==> src/rtl/mem_arbiter_pkg.sv <==
// Shared definitions for the two-port data-memory arbiter: memory write-width
// codes and the arbiter FSM state encoding.
package mem_arbiter_pkg;

    localparam int MEMWRWIDTH_W = 2;

    typedef logic [MEMWRWIDTH_W-1:0] mem_width_t;

    localparam mem_width_t WIDTH_WORD  = 2'd0;
    localparam mem_width_t WIDTH_HWORD = 2'd1;
    localparam mem_width_t WIDTH_BYTE  = 2'd2;

    typedef enum logic [1:0] {
        ST_IDLE  = 2'd0,
        ST_LOCK0 = 2'd1,
        ST_LOCK1 = 2'd2
    } arb_state_e;

endpackage

==> src/rtl/mem_arbiter.sv <==
// Two-port round-robin arbiter in front of a single data memory, with
// lockable bursts bounded by MAX_BURST and one-cycle registered read responses.
module mem_arbiter
    import mem_arbiter_pkg::*;
#(
    parameter int MAX_BURST = 8
) (
    input  logic                    clk,
    input  logic                    rst,

    input  logic                    rq0_valid,
    output logic                    rq0_ready,
    input  logic                    rq0_we,
    input  logic                    rq0_lock,
    input  logic [31:0]             rq0_addr,
    input  logic [31:0]             rq0_wdata,
    input  logic [MEMWRWIDTH_W-1:0] rq0_width,

    input  logic                    rq1_valid,
    output logic                    rq1_ready,
    input  logic                    rq1_we,
    input  logic                    rq1_lock,
    input  logic [31:0]             rq1_addr,
    input  logic [31:0]             rq1_wdata,
    input  logic [MEMWRWIDTH_W-1:0] rq1_width,

    output logic                    rs0_valid,
    output logic [31:0]             rs0_rdata,
    output logic                    rs1_valid,
    output logic [31:0]             rs1_rdata,

    output logic                    mem_write_en,
    output logic [31:0]             mem_addr,
    output logic [31:0]             mem_din,
    output logic [MEMWRWIDTH_W-1:0] mem_write_width,
    input  logic [31:0]             mem_dout
);

    localparam int             CNT_W   = $clog2(MAX_BURST + 1);
    localparam logic [CNT_W-1:0] CNT_MAX = CNT_W'(MAX_BURST);

    arb_state_e       state;
    logic             rr;
    logic [CNT_W-1:0] cnt;

    logic gnt0, gnt1;
    logic xfer0, xfer1;
    logic burst_full;

    assign burst_full = (cnt == CNT_MAX);

    // NOTE: every combinational output gets a default first so no path leaves it unassigned (no latch).
    always_comb begin
        gnt0 = 1'b0;
        gnt1 = 1'b0;
        unique case (state)
            ST_IDLE: begin
                if (rq0_valid && rq1_valid) begin
                    gnt0 = ~rr;
                    gnt1 = rr;
                end else begin
                    gnt0 = rq0_valid;
                    gnt1 = rq1_valid;
                end
            end
            // A full burst yields exactly one slot to a waiting partner.
            ST_LOCK0: begin
                if (burst_full && rq1_valid) gnt1 = 1'b1;
                else                         gnt0 = rq0_valid;
            end
            ST_LOCK1: begin
                if (burst_full && rq0_valid) gnt0 = 1'b1;
                else                         gnt1 = rq1_valid;
            end
            default: ;
        endcase
    end

    assign rq0_ready = gnt0 & ~rst;
    assign rq1_ready = gnt1 & ~rst;
    assign xfer0     = rq0_valid & rq0_ready;
    assign xfer1     = rq1_valid & rq1_ready;

    always_comb begin
        mem_write_en    = 1'b0;
        mem_addr        = '0;
        mem_din         = '0;
        mem_write_width = '0;
        if (xfer0) begin
            mem_write_en    = rq0_we;
            mem_addr        = rq0_addr;
            mem_din         = rq0_wdata;
            mem_write_width = rq0_width;
        end else if (xfer1) begin
            mem_write_en    = rq1_we;
            mem_addr        = rq1_addr;
            mem_din         = rq1_wdata;
            mem_write_width = rq1_width;
        end
    end

    // NOTE: sequential state uses non-blocking assignments so every register samples pre-edge values.
    always_ff @(posedge clk) begin
        if (rst) begin
            state     <= ST_IDLE;
            rr        <= 1'b0;
            cnt       <= '0;
            rs0_valid <= 1'b0;
            rs1_valid <= 1'b0;
            rs0_rdata <= '0;
            rs1_rdata <= '0;
        end else begin
            rs0_valid <= xfer0 & ~rq0_we;
            rs1_valid <= xfer1 & ~rq1_we;
            if (xfer0 && !rq0_we) rs0_rdata <= mem_dout;
            if (xfer1 && !rq1_we) rs1_rdata <= mem_dout;

            unique case (state)
                ST_IDLE: begin
                    if (xfer0) begin
                        rr <= 1'b1;
                        if (rq0_lock) begin
                            state <= ST_LOCK0;
                            cnt   <= CNT_W'(1);
                        end
                    end else if (xfer1) begin
                        rr <= 1'b0;
                        if (rq1_lock) begin
                            state <= ST_LOCK1;
                            cnt   <= CNT_W'(1);
                        end
                    end
                end
                ST_LOCK0: begin
                    if (xfer1) begin
                        state <= ST_IDLE;
                        cnt   <= '0;
                        rr    <= 1'b0;
                    end else if (xfer0 && rq0_lock) begin
                        if (!burst_full) cnt <= cnt + 1'b1;
                    end else begin
                        state <= ST_IDLE;
                        cnt   <= '0;
                        rr    <= 1'b1;
                    end
                end
                ST_LOCK1: begin
                    if (xfer0) begin
                        state <= ST_IDLE;
                        cnt   <= '0;
                        rr    <= 1'b1;
                    end else if (xfer1 && rq1_lock) begin
                        if (!burst_full) cnt <= cnt + 1'b1;
                    end else begin
                        state <= ST_IDLE;
                        cnt   <= '0;
                        rr    <= 1'b0;
                    end
                end
                default: begin
                    state <= ST_IDLE;
                    cnt   <= '0;
                end
            endcase
        end
    end

endmodule

==> config.mk <==
export PLATFORM = sky130hd
export DESIGN_NAME = mem_arbiter
export DESIGN_NICKNAME = d
export VERILOG_FILES = /design/src/rtl/mem_arbiter_pkg.sv /design/src/rtl/mem_arbiter.sv
export SDC_FILE = /design/constraint.sdc
export NUM_CORES = 1
export LEC_CHECK = 0
export CORE_AREA = 2 2 118 120
export CTS_CLUSTER_SIZE = 14
export DETAILED_ROUTE_END_ITERATION = 10
export DIE_AREA = 0 0 120 122
export PLACE_DENSITY = 0.67
export SLEW_MARGIN = 30
export SYNTH_ARGS = -nofsm -noshare
export SYNTH_HDL_FRONTEND = slang
export SYNTH_SLANG_ARGS = --single-unit
==> constraint.sdc <==
create_clock -name clk -period 5.3 [get_ports clk]
set_input_delay 1.06 -clock clk [delete_from_list [all_inputs] [get_ports clk]]
set_output_delay 1.06 -clock clk [all_outputs]
set_load 0.02 [all_outputs]
After elaboration in Yosys (flattened, before gate mapping)
Index checks and enable logic that the tools add are counted.

storage, ports and cells
  register bits after elaboration = 73
  output and inout port bits = 135

cells by class
  $add $sub $neg = 1
  eq/ne operators = 8
  mux-type cells = 42
  bitwise operators = 10
  reductions and logical operators = 14

operators with widths
  kind                                            count
  2-to-1 mux 32 bit                               4
  2-to-1 mux 4 bit                                9
  2-to-1 mux 2 bit                                10
  != test 3 bit (second input constant)           5
  2-to-1 mux 1 bit                                14
  one-hot mux 4 bit (3 select lines)              1
  one-hot mux 1 bit (3 select lines)              3
  logical AND 1 bit                               7
  bitwise AND 1 bit                               6
  one-hot mux 2 bit (3 select lines)              1
  AND reduction 5 bit                             1
  adder 4 x 1 -> 4 bit (second input constant)    1
  == test 4 bit (second input constant)           1
  inverter 1 bit                                  4
  AND reduction 4 bit                             1
  AND reduction 3 bit                             1
  nonzero test 3 bit                              1
  == test 2 x 1 -> 1 bit (second input constant)  1
  == test 2 bit (second input constant)           1
  zero test 1 bit                                 2
  zero test 2 bit                                 1

Longest topological paths before layout
Gate-level depths: netlist of run 1.

  word-level depth = 10
  mapped depth = 11

Worst setup path after synthesis of run 1
No wires, ideal clock.

  path kind = input port to output port
  start point = input rst
  end point = output mem_addr[0]
  arrival = 2.475 ns
  required time = 4.240 ns
  slack = 1.765 ns
  stages on the path = 6
  buffers on the path = 2
  path through = buf_2 nand2b_1 o32a_4 inv_2 clkbuf_1 a22o_1

between the ends
  longest elaborated chain between the ends = 5
  elaborated cells on any way between the ends = 7
  those cells by class = mux (2); bitwise (5)

ends and longest elaborated chain
  item                   RTL line                              text
  start: declaration     mem_arbiter.sv:9                      input logic rst,
  inverter 1 bit (*)     mem_arbiter.sv:79, mem_arbiter.sv:80
  bitwise AND 1 bit      mem_arbiter.sv:80                     assign rq1_ready = gnt1 & ~rst;
  bitwise AND 1 bit      mem_arbiter.sv:82                     assign xfer1 = rq1_valid & rq1_ready;
  2-to-1 mux 32 bit      mem_arbiter.sv:94                     end else if (xfer1) begin
  2-to-1 mux 32 bit (*)  mem_arbiter.sv:89                     if (xfer0) begin
  end: declaration       mem_arbiter.sv:33                     output logic [31:0] mem_addr,

Mark *: on every way between the ends. The rest lies on a longest branch, timed or not.

Final worst setup path of run 1
  start point = input rq0_valid
  end point = output mem_write_width[0]

between the ends
  longest elaborated chain between the ends = 7
  elaborated cells on any way between the ends = 15
  those cells by class = mux (9); bitwise (4); reduce/logical (2)

ends and longest elaborated chain
  item                                  RTL line                              text
  start: declaration                    mem_arbiter.sv:11                     input logic rq0_valid,
  logical AND 1 bit (on tied branches)  mem_arbiter.sv:72, mem_arbiter.sv:58
  2-to-1 mux 1 bit (on tied branches)   mem_arbiter.sv:72, mem_arbiter.sv:58
  one-hot mux 1 bit (3 select lines)    mem_arbiter.sv:56                     unique case (state)
  bitwise AND 1 bit                     mem_arbiter.sv:80
  bitwise AND 1 bit                     mem_arbiter.sv:82
  2-to-1 mux 2 bit                      mem_arbiter.sv:94
  2-to-1 mux 2 bit (*)                  mem_arbiter.sv:89
  end: declaration                      mem_arbiter.sv:35                     output logic [MEMWRWIDTH_W-1:0] mem_write_width,

Marks and branches as above.

==> results of run 1 <==
[critical path, cell delays in order]
cell             delay, ps
clkdlybuf4s50_1        550
nor2b_1                270
nand2b_1               100
o32a_4                 230
clkinv_2               200
buf_12                 270
a22o_1                 270
clkdlybuf4s50_1        660
[layer usage]
metal / routed length [µm] / share of wire (%) / track usage, %
met3: 1410 / 7.6 / 6.84
met2: 9090 / 49 / 40.5
met1: 7620 / 41 / 29.9
met5: 0 / 0 / 0
met4: 315 / 1.7 / 7.72
[layout by cell type, fill, tap and decap left out, types with 9 or more instances in the layout]
cell type and count:
dfxtp_1 73, clkbuf_16 9, nor2_1 36, mux2i_1 32
buf_4 12, nand3_1 33, clkdlybuf4s50_1 300, a22o_1 66
o21ai_0 35, a21oi_1 39
[kinds of logic (layout without fill, tap and decap cells)]
logic type | Yosys count | count (layout) | synth area share, %
mux | 32 | 32 | 8.82
fa+ha+maj | 2 | 2 | 0.689
other cells | 0 | 3 | 0
flops | 73 | 73 | 40.2
compound gates | 156 | 156 | 31.0
buf+inv | 45 | 336 | 6.30
simple gates | 96 | 96 | 13.0
[where the power goes]
part,leakage (µW),switching [µW],internal [µW]
sequential,0.000593,12.8,571
clock,0.000145,229,354
combinational,0.00178,272,301
[registers in the layout, summed over array words and instances, names as in the netlist]
name and count:
rs0_rdata 32, cnt 4, rs0_valid 1, state 2, rr 1, rs1_valid 1
rs1_rdata 32
[layout make-up]
cell class | instances | area share, %
tap | 180 | 3.17
clock buffer | 12 | 3.76
multi-input combinational | 286 | 27.5
timing repair buffer | 315 | 44.2
sequential | 73 | 20.6
inverter | 5 | 0.282
antenna | 3 | 0.106
clock inverter | 4 | 0.370
[path summary, 6_finish.rpt]
kind,startpoint,to,slack [ps],depth (start not counted)
worst max-delay path,rq0_valid,mem_write_width[0],610,8
worst max register to register,cnt[0]$_SDFFE_PP0P_,rs1_rdata[11]$_SDFFE_PP0P_,2840,8
worst min-delay path,rs0_rdata[29]$_SDFFE_PP0P_,rs0_rdata[29]$_SDFFE_PP0P_,470,2
worst min register to register,rs0_rdata[29]$_SDFFE_PP0P_,rs0_rdata[29]$_SDFFE_PP0P_,470,2
[stage by stage]
step | setup slack [ps] | instances | instance area [µm²] | utilization [%]
global placement | 641 | 859 | 6790 | 50.3
floorplan | 1770 | 404 | 3630 | -
finish | 615 | 878 | 7090 | 52.5
global route | 506 | 877 | 7090 | 52.5
CTS | 613 | 875 | 7090 | 52.5
detailed placement | 627 | 859 | 6790 | 50.3
==> flow_summary.yaml, run 1 <==
logic_synthesis:
  yosysMostFrequentCell: "dfxtp_1"
  ys_seq_area_share_pct: 40.2
  synth_common_cells: "73 x dfxtp_1, 66 x a22o_1, 39 x a21oi_1, 36 x nor2_1, 35 x o21ai_0"
  synth_edf_count: 0
  ys.flop_type: "dfxtp_1"
  syn_area_mm2: 0.00363
  yosysTopAreaCellShare_pct: 40.2
  synthCells: 404
  synth.distinct_cells: 45
  postSynthAreaPerCell_um2: 8.99
  synth_area_leaders: "dfxtp_1 40%, a22o_1 16%, mux2i_1 8.8%"
  yosysTopAreaCell: "dfxtp_1"
  yosys_warnings: 0
  async_flop_share_pct: 0
  ys_ff_latch: 73
  syn_nets: 578
cts:
  cts_tree: "done"
  cts_buffer_depth: 2
  htree_levels: 3
  root_buffer: "clkbuf_16"
  postCtsResizedCells: 0
  holdBufCountCts: 0
  cts_setup_buffers: 0
  cts_sinks: 73
  clk_latency_ps: 330
  cts_made_buffers: 9
  clkTransAtPathRegs_ps: 60
placement:
  hpwl_um: 14300
  globalplace.congestion: 0.875
  numPortBuffers: 306
global_routing:
  first_global_vias: 4316
  grt_max_degree: 72
  antenna_found_initial: 3
  track_usage_pct: 24.1
  grt_pass1_wl_um: 26200
  grt.overflow.total: 0
critical_path:
  startpoint_type: "input port"
  path_max_fanout: 55
  crit_required_ps: 4240
  worstSetupPathType: "input port to output pin"
  end_kind: "output pin"
  cp_data_arrival_time_ps: 3630
layout:
  fillers: 1239
  area_delta_synth_final_pct: 95.3
  layout.nets: 864
  drive_above_1_share_pct: 5.90
  register_area_mm2: 0.00146
  multiInputGateArea_mm2: 0.00195
sta:
  hold_slack_ps: 472
  rsz0062_at_grt: "false"
  slew_headroom_pct: 47.0
  slew_violations: 0
  post-route-min-period_ps: 4690
  fmax_mhz: 213
  final_hold_viol_count: 0
  period_share_pct: 88.4
  setup_viol: 0
  final.setup_skew_ps: 4.39
  worst_pin_slew_ps: 794
  fin_setup_tns_ps: 0
floorplanning:
  die_h_um: 122
  die_area_mm2: 0.0146
  pin_count: 307
  core-area_mm2: 0.0135
  die_w_um: 120
  std_cell_rows: 43
  initial_core_util_pct: 26.9
power_and_ir_drop:
  ir_worst_vdd_mv: 0.159
  static-leakage-power_uw: 0.00252
  power_density_mw_per_mm2: 245
  power_uw: 1740
route:
  vias: 4396
  drt_wl_total_um: 18400
  drt_iter0_drc: 269
  wl_per_cell_um: 21.0
  vias_per_cell: 5.01
  first_pass_iters: 4
  postRouteAntennaNets: 0
  drc_errors: 0
flow_run:
  drv_cap: 0
outcome:
  status: "complete, no violations"
min_path:
  min_path_type: "register to register"
(Power assumes the default switching activity.)
==> run 2, diff against run 1 <==
--- a/config.mk
+++ b/config.mk
@@ -5,11 +5,13 @@
 export SDC_FILE = /design/constraint.sdc
 export NUM_CORES = 1
 export LEC_CHECK = 0
-export CORE_AREA = 2 2 118 120
+export CAP_MARGIN = 10
+export CORE_AREA = 5 5 115 117
 export CTS_CLUSTER_SIZE = 14
 export DETAILED_ROUTE_END_ITERATION = 10
 export DIE_AREA = 0 0 120 122
-export PLACE_DENSITY = 0.67
+export PLACE_DENSITY = 0.74
+export SETUP_SLACK_MARGIN = 0.4
 export SLEW_MARGIN = 30
 export SYNTH_ARGS = -nofsm -noshare
 export SYNTH_HDL_FRONTEND = slang
==> flow_summary.yaml, run 2 (synthesis gave the netlist of run 1 again) <==
sta:
  fmax_mhz: 211
  slew_headroom_pct: 55.2
  worst_pin_slew_ps: 672
  post-route-min-period_ps: 4740
  hold_slack_ps: 473
  rsz0062_at_grt: "false"
  final.setup_skew_ps: 4.51
  period_share_pct: 89.4
  fin_setup_tns_ps: 0
  setup_viol: 0
  slew_violations: 0
  final_hold_viol_count: 0
global_routing:
  first_global_vias: 4334
  grt_pass1_wl_um: 27500
  antenna_found_initial: 5
  track_usage_pct: 25.1
  grt.overflow.total: 0
  grt_max_degree: 68
cts:
  clkTransAtPathRegs_ps: 60
  holdBufCountCts: 0
  cts_tree: "done"
  cts_sinks: 73
  clk_latency_ps: 320
  cts_buffer_depth: 2
  root_buffer: "clkbuf_16"
  cts_setup_buffers: 0
  htree_levels: 3
  cts_made_buffers: 9
critical_path:
  worstSetupPathType: "input port to output pin"
  startpoint_type: "input port"
  end_kind: "output pin"
  crit_family: "buffers and inverters"
  crit_slowest_cell: "clkdlybuf4s50_1"
  cp_common_cell: "clkdlybuf4s50_1"
  crit_chain: "clkdlybuf4s50_1, nor2b_1, nand2b_1, o32a_4, inv_2, buf_4, a22o_1, clkdlybuf4s50_1"
  reg2reg_depth: 10
  crit_required_ps: 4240
  path_max_fanout: 36
  crit_cells: 8
  cp_data_arrival_time_ps: 3680
  worst-path-buf-inv: 4
  cpPeakStageDelay_ps: 610
route:
  drc_errors: 0
  drt_iter0_drc: 422
  wl_per_cell_um: 23.0
  vias: 4523
  first_pass_iters: 7
  vias_per_cell: 5.37
  drt_wl_total_um: 19400
  postRouteAntennaNets: 0
min_path:
  min_path_type: "register to register"
  whs_path_depth: 2
floorplanning:
  core-area_mm2: 0.0123
  std_cell_rows: 41
  initial_core_util_pct: 29.6
  pin_count: 307
  die_area_mm2: 0.0146
  die_w_um: 120
  die_h_um: 122
layout:
  layout_commonest_cell: "clkdlybuf4s50_1"
  reg_top3: "rs0_rdata: 32 flops, rs1_rdata: 32 flops, cnt: 4 flops"
  num_antenna_cells: 0
  area_delta_synth_final_pct: 95.0
  layout_common_cells: "298 x clkdlybuf4s50_1, 73 x dfxtp_1, 66 x a22o_1"
  drive_above_1_share_pct: 4.76
  layout.nets: 863
placement:
  hpwl_um: 15400
  numPortBuffers: 306
  globalplace.congestion: 0.917
flow_run:
  drv_cap: 0
power_and_ir_drop:
  static-leakage-power_uw: 0.00260
  ir_worst_vdd_mv: 0.130
  power_density_mw_per_mm2: 249
outcome:
  status: "complete, no violations"
run 2: metrics by stage:
stage          instances  utilization (%)  power [µW]  instance area [µm²]  worst slack, ps
5_1_grt              843             57.8        1840                 7080              406
2_1_floorplan        404                -         842                 3630             1770
3_3_place_gp         828             55.2        1170                 6770              549
6_report             843             57.8        1770                 7080              560
3_5_place_dp         828             55.2        1170                 6770              501
4_1_cts              843             57.6        1780                 7070              484
run 2: worst paths after layout:
kind | start | end | slack (ps)
min reg2reg | rs0_rdata[15]$_SDFFE_PP0P_ | rs0_rdata[15]$_SDFFE_PP0P_ | 470
max reg2reg | cnt[0]$_SDFFE_PP0P_ | rs0_rdata[13]$_SDFFE_PP0P_ | 2510
max | rq0_valid | mem_addr[14] | 560
min | rs0_rdata[15]$_SDFFE_PP0P_ | rs0_rdata[15]$_SDFFE_PP0P_ | 470
run 2: repair_timing:
item	in CTS	in global routing
gates resized for setup	0	6
endpoints found under the setup margin	0	6
hold endpoints to repair	0	0
run 2: layout make-up:
| class | instances | area [µm²] |
|---|---|---|
| inverter | 5 | 18.8 |
| clock buffer | 13 | 260 |
| fill | 1094 | 5180 |
| timing repair buffer | 314 | 3170 |
| multi-input combinational | 286 | 1950 |
| clock inverter | 2 | 37.5 |
| sequential | 73 | 1460 |
| tap | 150 | 188 |
run 2: layer usage:
layer / global-route usage, % / wire [µm] / up-vias
li1: - / - / 2066
met1: 28.5 / 7220 / 2158
met2: 42.1 / 9540 / 251
met3: 11.5 / 2110 / 38
met4: 8.02 / 481 / 10
met5: 0 / 54 / -
run 2: where the power goes:
| part | internal [µW] | leakage [µW] | switching, µW |
|---|---|---|---|
| Combinational | 303 | 0.00186 | 273 |
| Clock | 388 | 0.000142 | 217 |
| Sequential | 571 | 0.000593 | 13.2 |
run 2: worst register-to-register path: cells and delay by family, from the launching register on:
kind,cells,cell delay [ps]
simple gates,2,490
buf+inv,4,870
fa+ha+maj,1,200
flops,1,330
compound gates,3,810
